==> src/rtl/branch_predictor.sv <==
// Direct-mapped branch history/target table for beq/bne in IF, trained from
// ID-stage equality results, with a one-cycle registered mispredict flush.
module branch_predictor #(
  parameter int IDX_W = 4
) (
  input  logic        clk,
  input  logic        rst_n,
  input  logic [31:0] if_pc,
  output logic        pred_hit,
  output logic        pred_taken,
  output logic [31:0] pred_target,
  input  logic        upd_valid,
  input  logic [31:0] upd_pc,
  input  logic        upd_eq,
  input  logic        upd_is_beq,
  input  logic [31:0] upd_target,
  input  logic        upd_pred_taken,
  output logic        flush,
  output logic [31:0] flush_pc,
  output logic [15:0] mispredict_cnt
);

  localparam int TAG_W = 30 - IDX_W;
  localparam int DEPTH = 2 ** IDX_W;

  logic [DEPTH-1:0] r_valid;
  logic [TAG_W-1:0] r_tag    [DEPTH];
  logic [1:0]       r_ctr    [DEPTH];
  logic [31:0]      r_target [DEPTH];

  logic             r_flush;
  logic [31:0]      r_flush_pc;
  logic [15:0]      r_mp_cnt;

  logic [IDX_W-1:0] w_lk_idx;
  logic [TAG_W-1:0] w_lk_tag;
  logic             w_lk_hit;
  logic             w_lk_taken;
  logic [31:0]      w_lk_target;
  logic [IDX_W-1:0] w_up_idx;
  logic [TAG_W-1:0] w_up_tag;
  logic             w_up_hit;
  logic             w_taken;
  logic             w_mp;

  function automatic logic [1:0] ctr_inc(input logic [1:0] c);
    return (c == 2'b11) ? 2'b11 : c + 2'b01;
  endfunction

  function automatic logic [1:0] ctr_dec(input logic [1:0] c);
    return (c == 2'b00) ? 2'b00 : c - 2'b01;
  endfunction

  // Lookup reads only registered table state, so same-index updates show next cycle
  always_comb begin
    w_lk_idx   = if_pc[IDX_W+1:2];
    w_lk_tag   = if_pc[31:IDX_W+2];
    w_lk_hit   = r_valid[w_lk_idx] && (r_tag[w_lk_idx] == w_lk_tag);
    w_lk_taken = w_lk_hit && r_ctr[w_lk_idx][1];
    if (w_lk_taken) begin
      w_lk_target = r_target[w_lk_idx];
    end else begin
      w_lk_target = if_pc + 32'd4;
    end
  end

  // Resolved-branch decode: actual direction and mispredict detection
  always_comb begin
    w_up_idx = upd_pc[IDX_W+1:2];
    w_up_tag = upd_pc[31:IDX_W+2];
    w_up_hit = r_valid[w_up_idx] && (r_tag[w_up_idx] == w_up_tag);
    if (upd_is_beq) begin
      w_taken = upd_eq;
    end else begin
      w_taken = ~upd_eq;
    end
    w_mp = upd_valid && (w_taken != upd_pred_taken);
  end

  assign pred_hit       = w_lk_hit;
  assign pred_taken     = w_lk_taken;
  assign pred_target    = w_lk_target;
  assign flush          = r_flush;
  assign flush_pc       = r_flush_pc;
  assign mispredict_cnt = r_mp_cnt;

  // Table training; a not-taken miss never allocates, so aliases evict only on taken
  always_ff @(posedge clk or negedge rst_n) begin
    if (!rst_n) begin
      r_valid <= '0;
      for (int i = 0; i < DEPTH; i++) begin
        r_tag[i]    <= '0;
        r_ctr[i]    <= 2'b01;
        r_target[i] <= 32'd0;
      end
    end else if (upd_valid) begin
      if (w_up_hit) begin
        if (w_taken) begin
          r_ctr[w_up_idx]    <= ctr_inc(r_ctr[w_up_idx]);
          r_target[w_up_idx] <= upd_target;
        end else begin
          r_ctr[w_up_idx] <= ctr_dec(r_ctr[w_up_idx]);
        end
      end else if (w_taken) begin
        r_valid[w_up_idx]  <= 1'b1;
        r_tag[w_up_idx]    <= w_up_tag;
        r_ctr[w_up_idx]    <= 2'b10;
        r_target[w_up_idx] <= upd_target;
      end
    end
  end

  // Mispredict flush pulse, corrected PC and saturating event counter
  always_ff @(posedge clk or negedge rst_n) begin
    if (!rst_n) begin
      r_flush    <= 1'b0;
      r_flush_pc <= 32'd0;
      r_mp_cnt   <= 16'd0;
    end else begin
      r_flush <= w_mp;
      if (w_mp) begin
        r_flush_pc <= w_taken ? upd_target : upd_pc + 32'd4;
        if (r_mp_cnt != 16'hFFFF) begin
          r_mp_cnt <= r_mp_cnt + 16'd1;
        end
      end
    end
  end

endmodule

==> config.mk <==
export PLATFORM = sky130hd
export DESIGN_NAME = branch_predictor
export DESIGN_NICKNAME = d
export VERILOG_FILES = /design/src/rtl/branch_predictor.sv
export SDC_FILE = /design/constraint.sdc
export NUM_CORES = 2
export LEC_CHECK = 0
export BUFFER_PORTS_ARGS = -buffer_cell sky130_fd_sc_hd__buf_2
export CAP_MARGIN = 0
export CORE_MARGIN = 2
export CORE_UTILIZATION = 35
export CTS_CLUSTER_SIZE = 30
export DETAILED_ROUTE_END_ITERATION = 16
export SLEW_MARGIN = 20
export SYNTH_ARGS = -nofsm -noshare
export SYNTH_HDL_FRONTEND = slang
export SYNTH_SLANG_ARGS = --single-unit
==> constraint.sdc <==
create_clock -name clk -period 7.7 [get_ports clk]
set_input_delay 1.54 -clock clk [delete_from_list [all_inputs] [get_ports clk]]
set_output_delay 1.54 -clock clk [all_outputs]
set_load 0.02 [all_outputs]
==> impl_metrics.yaml <==
clock_network:
  cts_made_buffers: 115
  cts-resized-gates: 0
  postCtsHoldBufs: 0
  post-cts-setup-buffers: 0
  cts_tree: "yes"
  cts.reportedPaths.clkPinSlew_ns: 0.06
  clkSinkCount: 1025
  root_buffer: "clkbuf_16"
  htreeDepth: 3
  clk_latency_ns: 0.75
  clk_path_buf_depth: 3
power:
  power_frac_clock_pct: 34.6
  power.density_nw_per_um2: 273
  p_sw_mw: 4.71
  ir_drop_uv: 202
  leakage_nw: 26.5
  combPwrFrac_pct: 21.1
  seq_power_share_pct: 44.3
  sw_frac_of_total_pct: 28.4
  intPower_mw: 11.8
worst_setup_path:
  reg2reg_from: "r_tag[392]$_DFFE_PN0P_"
  arrival_ns: 5.26
  crit_type: "in -> out"
  r2r-end: "r_tag[385]$_DFFE_PN0P_"
  slowest_stage: "nor2b_1"
  worstSetupStartpointType: "input pin"
  r2r_slack_ns: 2.95
  critPathRequiredTime_ns: 6.16
  cp_max_fo: 41
  path_cells: "buf_8 -> buf_12 -> nor2b_1 -> a22oi_1 -> o221ai_1 -> mux2i_1 -> a2111o_1 -> nor4_1 -> buf_4 -> nand4b_1 -> buf_4 -> mux2_2 -> buf_2"
  cpMostUsedCell: "buf_4"
  cpLargestDelayFamily: "buffers and inverters"
  max_stage_delay_ns: 0.59
  r2r_cells: 9
  critPathBufInv: 5
  crit_path_end_kind: "output port"
timing:
  finalCritPeriodShare_pct: 88.3
  max_slew_margin_pct: 22.6
  tightestPinTransition_ns: 1.16
  fin_crit_ns: 6.80
  setup_tns_ns: 0
  whs_ns: 0.473
  setup_violations: 0
  finalHoldViolCount: 0
  max_freq_ghz: 0.147
  final_max_slew_viol_count: 0
  finClkSkew_ns: 0.0577
  grt_setup_unrepaired: "no"
grt:
  track_usage_pct: 22.1
  grt_pass1_vias: 35400
  antenna_found_initial: 35
  grt_pass1_wl_um: 255000
  overflow: 0
  grt_max_degree: 178
floorplan:
  die_x_um: 395
  coreArea_um2: 152000
  fp-row-count: 143
  floorplan.initialDensity_pct: 35.2
  top_level_ports: 185
  dieArea_um2: 156000
  dieHeight_um: 395
min_path:
  whs_endpoint: "r_target[4]$_DFFE_PN0P_"
  hp-class: "reg -> reg"
  hold_depth: 2
  holdCritStartpoint: "r_target[4]$_DFFE_PN0P_"
yosys:
  syn_inst: 3813
  ys_types: 81
  yosys_warnings: 0
  synth_seq_area_share_pct: 48.0
  yosys.area.top_type: "dfrtp_1"
  ys_seq_elements: 1025
  synthTopCellsByArea: "dfrtp_1, mux2_2, mux4_2"
  yosysTopAreaCellShare_pct: 47.2
  ys_async_sr_fraction_pct: 100
  syn-cell-area_um2: 53500
  ys.flop_type: "dfrtp_1"
  syn_avg_cell_area_um2: 14.0
  synth_edf_count: 0
  syn_nets: 3921
final_layout:
  layout-drive-gt1-share_pct: 46.1
  area_growth_pct: 13.1
  nNetsFinal: 3965
  fillers: 14200
routing:
  num_vias: 34800
  drc: 0
  dr.pass1.iters: 6
  routed_wirelength_um: 174000
  viasPerCell: 5.82
  drt-wirelength-per-cell_um: 29.0
  ant_nets: 0
  drt-initial-drc-count: 3241
placed_design:
  gp_congestion: 0.857
  dp_hpwl_um: 110000
  portBuffers: 184
run_status:
  status: "finished, final reports clean"
job:
  maxCapViolCount: 0
==> worst reg2reg max path: stages, from the launching register on <==
cell and delay (ns):
dfrtp_1 0.40, mux4_1 0.51, mux2i_1 0.52, nor2_1 0.15
a2111o_1 0.47, or4_1 0.61, a211o_1 0.71, o21bai_4 0.55
buf_12 0.31, mux2_2 0.39
==> kinds of logic (layout without fill, tap and decap cells) <==
kind of cell | count (synthesis) | after routing | share of synthesized area, %
multiplexers | 1417 | 1417 | 37.0
flip-flops | 1025 | 1025 | 48.0
AND/OR/NAND/NOR | 513 | 513 | 4.66
buffers and inverters | 427 | 561 | 3.67
AO/OA/AOI/OAI | 290 | 290 | 4.28
XOR/XNOR | 133 | 133 | 2.18
adder cells (fa/ha/maj) | 8 | 8 | 0.178
other | 0 | 9 | 0
==> worst max path at each step <==
stage,startpoint,to,slack (ns),cells past startpoint
after floorplan,if_pc[3],pred_target[15],1.29,10
after global placement,if_pc[2],pred_target[27],0.90,13
after detailed placement,if_pc[2],pred_target[31],0.88,13
after CTS,if_pc[2],pred_target[30],0.86,13
after global routing,if_pc[2],pred_target[18],0.59,13
final,if_pc[2],pred_target[23],0.90,13
==> area by class of cell <==
| cell class | count | area (um2) | share of cell area (%) |
|---|---|---|---|
| Sequential cell | 1025 | 25700 | 42.4 |
| Antenna cell | 9 | 22.5 | 0.0372 |
| Clock inverter | 33 | 483 | 0.798 |
| Tap cell | 2030 | 2540 | 4.20 |
| Multi-Input combinational cell | 2361 | 26100 | 43.1 |
| Inverter | 65 | 246 | 0.407 |
| Clock buffer | 174 | 3460 | 5.72 |
| Timing Repair Buffer | 289 | 2010 | 3.32 |
==> synth_stat cells (7+ instances only) <==
cell type	n
or3_1	7
o211ai_1	29
and3_1	20
o21bai_1	9
inv_1	62
buf_6	12
a22oi_1	13
nor2_1	67
nand4_1	14
o22ai_1	15
o21ai_4	7
a21oi_1	41
nand2b_1	43
buf_2	39
buf_1	59
nand3_1	52
o221a_1	10
nand2_1	217
dfrtp_1	1009
o221ai_1	14
xnor2_1	87
or4_1	29
o21ai_0	40
nor4_1	7
mux4_2	352
buf_4	52
a221oi_1	9
o311ai_0	27
xor2_1	46
clkbuf_1	198
nor2b_1	12
dfstp_2	16
nor3_1	14
and2_1	9
mux2_2	915
o221ai_2	10
mux2i_1	142
==> power by group through the flow <==
stage / clock (mW) / combinational, mW / sequential (mW)
finish: 5.73 / 3.49 / 7.33
floorplan: 0 / 2.48 / 7.18
global placement: 0 / 3.42 / 7.34
CTS: 5.83 / 3.50 / 7.30
global route: 6.06 / 3.73 / 7.46
detailed placement: 0 / 3.48 / 7.38
==> routing by layer <==
| layer | share of wire, % | GRT usage, % |
|---|---|---|
| met5 | 0.11 | 0 |
| met4 | 2.5 | 5.99 |
| met3 | 9.0 | 6.04 |
| met2 | 45 | 33.6 |
| met1 | 43 | 31.1 |
==> flip-flops by register name, summed over array words and instances, names as in the netlist <==
signal,flops
r_tag,416
flush_pc,32
mispredict_cnt,16
r_ctr,32
flush,1
r_target,512
r_valid,16
==> stage by stage <==
step                cells  setup slack (ns)  util, %  total power, mW  instance area, um2
finish               5986             0.900     39.8             16.5               60500
floorplan            3813              1.29        -             9.67               53500
detailed placement   5770             0.877     37.2             10.9               56500
CTS                  5977             0.858     39.8             16.6               60500
global route         5979             0.587     39.8             17.3               60500
global placement     5770             0.901     37.2             10.8               56500
==> cells in the final DEF, fill, tap and decap left out, types with 8 or more instances in the layout <==
cell          n
a21oi_1      41
a221oi_1      9
a22oi_1      13
and2_1        8
and3_1       19
buf_12       20
buf_2       178
buf_4        85
bufinv_16     8
clkbuf_1     24
clkbuf_16   116
clkbuf_8     35
clkinv_2     15
dfrtp_1    1009
dfstp_2      16
diode_2       9
inv_1        61
mux2_2      915
mux2i_1     142
mux4_2      352
nand2_1     208
nand2_2       9
nand2b_1     43
nand3_1      51
nand4_1      14
nor2_1       60
nor2b_1      12
nor3_1       14
o211ai_1     29
o21ai_0      40
o21bai_4      8
o221a_1      10
o221ai_1     14
o221ai_2     10
o22ai_1      15
o311ai_0     27
or4_1        29
xnor2_1      86
xor2_1       45
(Power assumes the default switching activity.)
